==> config.mk <==
export PLATFORM = sky130hd
export DESIGN_NAME = traffic_demand_counter
export DESIGN_NICKNAME = d
export VERILOG_FILES = /design/src/rtl/traffic_demand_counter.sv
export SDC_FILE = /design/constraint.sdc
export NUM_CORES = 1
export LEC_CHECK = 0
export CORE_ASPECT_RATIO = 0.8
export CORE_UTILIZATION = 52
export CTS_CLUSTER_SIZE = 16
export DETAILED_ROUTE_END_ITERATION = 16
export GPL_TIMING_DRIVEN = 0
export PLACE_DENSITY = 0.76
export SETUP_SLACK_MARGIN = 0.15
export SYNTH_ARGS = -nofsm -noshare
export SYNTH_HDL_FRONTEND = slang
export SYNTH_SLANG_ARGS = --single-unit
==> constraint.sdc <==
create_clock -name clk -period 1.9 [get_ports clk]
set_clock_uncertainty 0.15 [all_clocks]
set_input_delay 0.285 -clock clk [delete_from_list [all_inputs] [get_ports clk]]
set_output_delay 0.285 -clock clk [all_outputs]
set_load 0.03 [all_outputs]
==> src/rtl/traffic_demand_counter.sv <==
// traffic_demand_counter
// Front-end for smart_traffic_light: synchronizes and debounces the raw lane
// detectors and pedestrian button into saturating 3-bit demand counts. It
// discharges vehicle counts while the fed-back light for that lane is green
// and conditions the raw emergency request into a held s_emergency level.
// Optional build macro: QUEUE_OVF_EN adds the sticky 4-bit ovf output
// (bit3 main, bit2 left, bit1 sec, bit0 ped).
// The emergency FSM state is kept in emg_state so checkers can bind to it.

module traffic_demand_counter #(
    parameter int DEBOUNCE      = 3,
    parameter int DISCHARGE_DIV = 4,
    parameter int EMG_HOLD      = 16
) (
    input  logic       clk,
    input  logic       rst,
    input  logic       main_det,
    input  logic       left_det,
    input  logic       sec_det,
    input  logic       p_btn,
    input  logic       emg_req,
    input  logic [3:0] m_LRYG,
    input  logic [2:0] s_RYG,
    input  logic       p,
    output logic [2:0] main_num,
    output logic [2:0] left_num,
    output logic [2:0] sec_num,
    output logic [2:0] p_num,
    output logic       s_emergency
`ifdef QUEUE_OVF_EN
    ,
    output logic [3:0] ovf
`endif
);

    localparam logic [3:0] DB_M1  = 4'(DEBOUNCE - 1);
    localparam logic [3:0] DIV_M1 = 4'(DISCHARGE_DIV - 1);
    localparam logic [7:0] HOLD_M1 = 8'(EMG_HOLD - 1);

    typedef enum logic [1:0] {
        S_IDLE   = 2'd0,
        S_ACTIVE = 2'd1,
        S_HOLD   = 2'd2
    } emg_state_t;

    // Bit layout for detector vectors: 3 main, 2 left, 1 sec, 0 ped.
    // sync*[4] carries the emergency request.
    logic [4:0]      sync1;
    logic [4:0]      sync2;
    logic [3:0][3:0] run;
    logic [3:0]      db;
    logic [3:0]      db_d;
    logic [3:0]      arrival;

    // Vehicle lanes: 2 main, 1 left, 0 sec.
    logic [2:0]      green;
    logic [2:0][3:0] div;
    logic [2:0]      depart;
    logic [2:0][2:0] vcnt;
    logic [2:0][2:0] vcnt_nxt;

    logic [2:0]      p_cnt;
    logic [2:0]      p_cnt_nxt;
    logic            p_q;
    logic            p_rise;

    emg_state_t      emg_state;
    emg_state_t      emg_state_nxt;
    logic [7:0]      hold_cnt;
    logic [7:0]      hold_cnt_nxt;

    // Only the green bits of the fed-back lights matter here.
    logic            unused_light_bits;
    assign unused_light_bits = ^{m_LRYG[2:1], s_RYG[2:1]};

    assign green   = {m_LRYG[0], m_LRYG[3], s_RYG[0]};
    assign arrival = db & ~db_d;
    assign p_rise  = p & ~p_q;

    // Two-flop synchronizers for every raw asynchronous input.
    always_ff @(posedge clk or negedge rst) begin
        if (!rst) begin
            sync1 <= '0;
            sync2 <= '0;
        end else begin
            sync1 <= {emg_req, main_det, left_det, sec_det, p_btn};
            sync2 <= sync1;
        end
    end

    // Debounce: run length of consecutive highs; accept once it reaches DEBOUNCE.
    always_ff @(posedge clk or negedge rst) begin
        if (!rst) begin
            run  <= '0;
            db   <= '0;
            db_d <= '0;
        end else begin
            db_d <= db;
            for (int i = 0; i < 4; i++) begin
                if (sync2[i]) begin
                    if (run[i] != 4'd15) begin
                        run[i] <= run[i] + 4'd1;
                    end
                    if (run[i] >= DB_M1) begin
                        db[i] <= 1'b1;
                    end
                end else begin
                    run[i] <= '0;
                    db[i]  <= 1'b0;
                end
            end
        end
    end

    // Departure pulse on the last cycle of each full green period.
    always_comb begin
        depart = '0;
        for (int i = 0; i < 3; i++) begin
            depart[i] = green[i] && (div[i] == DIV_M1);
        end
    end

    // Discharge dividers run only while green; any non-green cycle drops the partial period.
    always_ff @(posedge clk or negedge rst) begin
        if (!rst) begin
            div <= '0;
        end else begin
            for (int i = 0; i < 3; i++) begin
                if (!green[i] || depart[i]) begin
                    div[i] <= '0;
                end else begin
                    div[i] <= div[i] + 4'd1;
                end
            end
        end
    end

    // Next counts: arrival/departure saturate at 7/0, and cancel when simultaneous.
    always_comb begin
        vcnt_nxt = vcnt;
        for (int i = 0; i < 3; i++) begin
            case ({arrival[i + 1], depart[i]})
                2'b10: if (vcnt[i] != 3'd7) vcnt_nxt[i] = vcnt[i] + 3'd1;
                2'b01: if (vcnt[i] != 3'd0) vcnt_nxt[i] = vcnt[i] - 3'd1;
                default: vcnt_nxt[i] = vcnt[i];
            endcase
        end
        p_cnt_nxt = p_cnt;
        if (p_rise) begin
            p_cnt_nxt = 3'd0;
        end else if (!p && arrival[0] && (p_cnt != 3'd7)) begin
            p_cnt_nxt = p_cnt + 3'd1;
        end
    end

    // Count registers and walk-signal edge detector.
    always_ff @(posedge clk or negedge rst) begin
        if (!rst) begin
            vcnt  <= '0;
            p_cnt <= '0;
            p_q   <= 1'b0;
        end else begin
            vcnt  <= vcnt_nxt;
            p_cnt <= p_cnt_nxt;
            p_q   <= p;
        end
    end

    assign main_num = vcnt[2];
    assign left_num = vcnt[1];
    assign sec_num  = vcnt[0];
    assign p_num    = p_cnt;

`ifdef QUEUE_OVF_EN
    logic [3:0] ovf_hit;

    // An arrival is lost when the count is already full and nothing departs.
    always_comb begin
        ovf_hit = '0;
        for (int i = 0; i < 3; i++) begin
            ovf_hit[i + 1] = arrival[i + 1] && !depart[i] && (vcnt[i] == 3'd7);
        end
        ovf_hit[0] = arrival[0] && !p && (p_cnt == 3'd7);
    end

    // Sticky overflow flags, cleared only by reset.
    always_ff @(posedge clk or negedge rst) begin
        if (!rst) begin
            ovf <= '0;
        end else begin
            ovf <= ovf | ovf_hit;
        end
    end
`endif

    // Emergency FSM state register; s_emergency follows the next state.
    always_ff @(posedge clk or negedge rst) begin
        if (!rst) begin
            emg_state   <= S_IDLE;
            hold_cnt    <= '0;
            s_emergency <= 1'b0;
        end else begin
            emg_state   <= emg_state_nxt;
            hold_cnt    <= hold_cnt_nxt;
            s_emergency <= (emg_state_nxt != S_IDLE);
        end
    end

    // Emergency next-state: any synchronized high activates, a drop starts the hold.
    always_comb begin
        emg_state_nxt = emg_state;
        hold_cnt_nxt  = hold_cnt;
        case (emg_state)
            S_IDLE: begin
                if (sync2[4]) emg_state_nxt = S_ACTIVE;
            end
            S_ACTIVE: begin
                if (!sync2[4]) begin
                    emg_state_nxt = S_HOLD;
                    hold_cnt_nxt  = HOLD_M1;
                end
            end
            S_HOLD: begin
                if (sync2[4]) begin
                    emg_state_nxt = S_ACTIVE;
                end else if (hold_cnt == 8'd0) begin
                    emg_state_nxt = S_IDLE;
                end else begin
                    hold_cnt_nxt = hold_cnt - 8'd1;
                end
            end
            default: emg_state_nxt = S_IDLE;
        endcase
    end

endmodule

==> impl_results.md <==
- Outcome: finished, violations left
- Worst Path Required: 1.98 ns
- Final WS setup: -0.125 ns
- Layout cells sized above 1: 0.247
- Asr flop ratio synth: 1.00
- Cell Rows: 25
- DR vias/cell: 5.37
- Gr ovfl total: 0
- Kind of critical path: reg2reg
- Core ar.: 0.00604 sq mm
- Initial Util: 0.550
- Count of different cell masters after synthesis: 41
- Cell count of the worst hold path: 0
- Post-synth EDFFs: 0
- Largest net degree at the start of global routing: 71
- Critical path endpoint category: flip-flop
- TritonCTS Buffers: 9
- Final #Nets: 407
- WL/cell: 13.6 microns
- Avg Inst Size Synth: 11.0 sq um
- Sequential share of power: 0.437
- VDD IR max: 0.596 mV
- Sw Pwr: 1.46 mW
- DRT Wirelength: 6170 microns
- Rel. slew slack: 0.434
- Hold_sp: sync1[2]$_DFF_PN0_
- Synth top area share: 0.528
- Clk pwr share: 0.287
- Cell Pwr Density: 1030 mW/mm^2
- Failing checks: setup timing
- Global-route wire length before repair: 10200 microns
- Hold Path Sink: sync2[2]$_DFF_PN0_
- Die Area: 0.00671 sq mm
- Area grow syn2layout: 30.9%
- DRC Markers: 0
- Util after Layout: 0.719
- Initial antenna violation count: 0
- Leading area contributor after synthesis: dfrtp_1
- Critical path launch point type: flip-flop
- Clock sink count: 70
- Maximum fanout along the worst path: 2
- Gr usage total: 0.199
- Final Cell Area: 0.00434 sq mm
- DP HPWL: 3670 microns
- Fin. max-slew vios: 0
- CTS tree: done
- Placed Instances: 407
- Number of max-cap violations: 0
- Syn nets: 342
- Cells after Synth: 303
- Hold Path Class: reg2reg
- Initial DRT Pass Iterations: 4
- Yosys reg bits: 70
- # IOs: 28
- Pleak: 1.95 nW
- CP arrival: 2.10 ns
- Die W: 91.3 microns
- FF-to-FF End: left_num[1]$_DFFE_PN0P_
- Final Hold Slack: 0.200 ns
- Worst skew pair latency: 0.34 ns
- Internal power: 3.00 mW
- Synth warnings: 0
- Filler-free cell count of the finished design: 454
- Placed cell areas: 0.00374 sq mm
- Dpl ws: -0.474 ns
- CTS H-tree lvls: 3
- Power Total: 4.46 mW
- Clk root buf: clkbuf_8
- DRC violation total after the first TritonRoute iteration: 163
- Worst Tran Pin Value: 0.849 ns
- Synth top cells by count: 70 x dfrtp_1, 29 x inv_1, 29 x nor2_1
- Mapped Area: 0.00332 sq mm
- Port Buf Inserts: 23
- Vias: 2438
- Net Sw Frac: 0.328
- R2R Path Start: div[5]$_DFF_PN0_
- Clock slew at reported path FFs: 0.07 ns
- Final setup TNS: -0.308 ns
- Gpl congestion: 0.817
- # diodes: 0
- Area occupied by multi-input gates: 0.00169 sq mm
- Ranking of synthesized cells by area: dfrtp_1 53%, ha_1 7.9%, inv_1 3.3%
- Max Freq: 494 MHz
- Most frequent cell after synthesis: dfrtp_1
- Fillers: 422
- Combinational power share: 0.276
- Hold violation total from the final report: 0
- RSZ-0062 raised after global routing: yes
- Register area share after synthesis: 0.528
- Antenna viol nets, final: 0
- Flop2flop setup slack: -0.12 ns
- Max Buffers Root-to-Sink: 2
- Tmin final: 2.02 ns
- Commonest register cell after synthesis: dfrtp_1
- Reg2Reg Depth: 7
- Final Setup Violations: 5
- Reg area: 0.00175 sq mm
- Crit path from: div[5]$_DFF_PN0_
- Die Y: 73.5 microns
- Period utilization: 1.07
- Number of global-route vias before repair: 2368
cell usage in the layout, fill, tap and decap left out, drive strengths merged, types with 3 or more instances in the layout:
master and instances:
nand2 8, xnor2 11, inv 29, o21ai 13, clkdlybuf4s50 9, nand3b 4, a211oi 11, nand2b 8
fa 3, dfrtp 70, a21oi 9, nor2 29, or3b 6, nor3b 5, mux2i 7, ha 21
dlygate4sd2 12, nand3 15, nor3 11, a21boi 5, clkbuf 14, a31oi 4, a221o 3, and2 3
and3 6, buf 32
worst max path at each step:
stage	cells after the start	slack, ns	endpoint
after global placement	1	-2.19	p_num[0]$_DFFE_PN0P_
after floorplan	7	-0.11	left_num[1]$_DFFE_PN0P_
after global routing	7	-0.19	left_num[1]$_DFFE_PN0P_
final	7	-0.12	left_num[1]$_DFFE_PN0P_
after CTS	7	-0.13	left_num[1]$_DFFE_PN0P_
after detailed placement	7	-0.47	left_num[2]$_DFFE_PN0P_
repair_timing:
item | in CTS | in global routing
gates resized for setup | 27 | 24
cloned | 0 | 0
pin swaps | 11 | 16
buffers inserted | 20 | 11
endpoints found under the setup margin | 28 | 20
hold buffers | 1 | 0
endpoints found under the hold margin | 70 | 0
registers in the layout, indices dropped and copies added, names as in the netlist:
signal / cells
s_emergency: 1
sec_num: 3
run: 16
hold_cnt: 8
div: 12
sync2: 5
left_num: 3
main_num: 3
db_d: 4
sync1: 5
db: 4
p_num: 3
p_q: 1
emg_state: 2
power groups by stage:
stage / logic, mW / registers, mW / clock network (mW)
final: 1.23 / 1.95 / 1.28
after global routing: 1.35 / 1.99 / 1.37
after CTS: 1.14 / 1.92 / 1.32
after detailed placement: 1.11 / 1.95 / 0
after global placement: 1.07 / 1.94 / 0
after floorplan: 0.527 / 2.12 / 0
routing by layer:
layer  share of wire  track usage
met3           0.034       0.0549
met2            0.48        0.321
met4           0.024       0.0952
met1            0.47        0.252
met5               0            0
cell type report:
class | instances | share of cell area
Sequential cell | 70 | 0.404
Multi-Input combinational cell | 203 | 0.389
Timing Repair Buffer | 55 | 0.108
Clock buffer | 14 | 0.0421
Inverter | 29 | 0.0251
Tap cell | 81 | 0.0233
Clock inverter | 2 | 0.00864
cells by family after synthesis:
kind of cell,after synthesis,synth area share
adder cells (fa/ha/maj),24,0.0973
AND/OR/NAND/NOR,105,0.176
multiplexers,7,0.0211
AO/OA/AOI/OAI,55,0.112
flip-flops,70,0.528
XOR/XNOR,12,0.0317
buffers and inverters,30,0.0339
worst max-delay path, cell delays in order, from the launching register on:
cell and delay, ns:
dfrtp_1 0.35, ha_2 0.19, and3_4 0.19, ha_4 0.13, inv_2 0.03, fa_2 0.54
o21ai_2 0.06, a221o_1 0.28
Note: power is estimated with default switching activity, not from simulation.
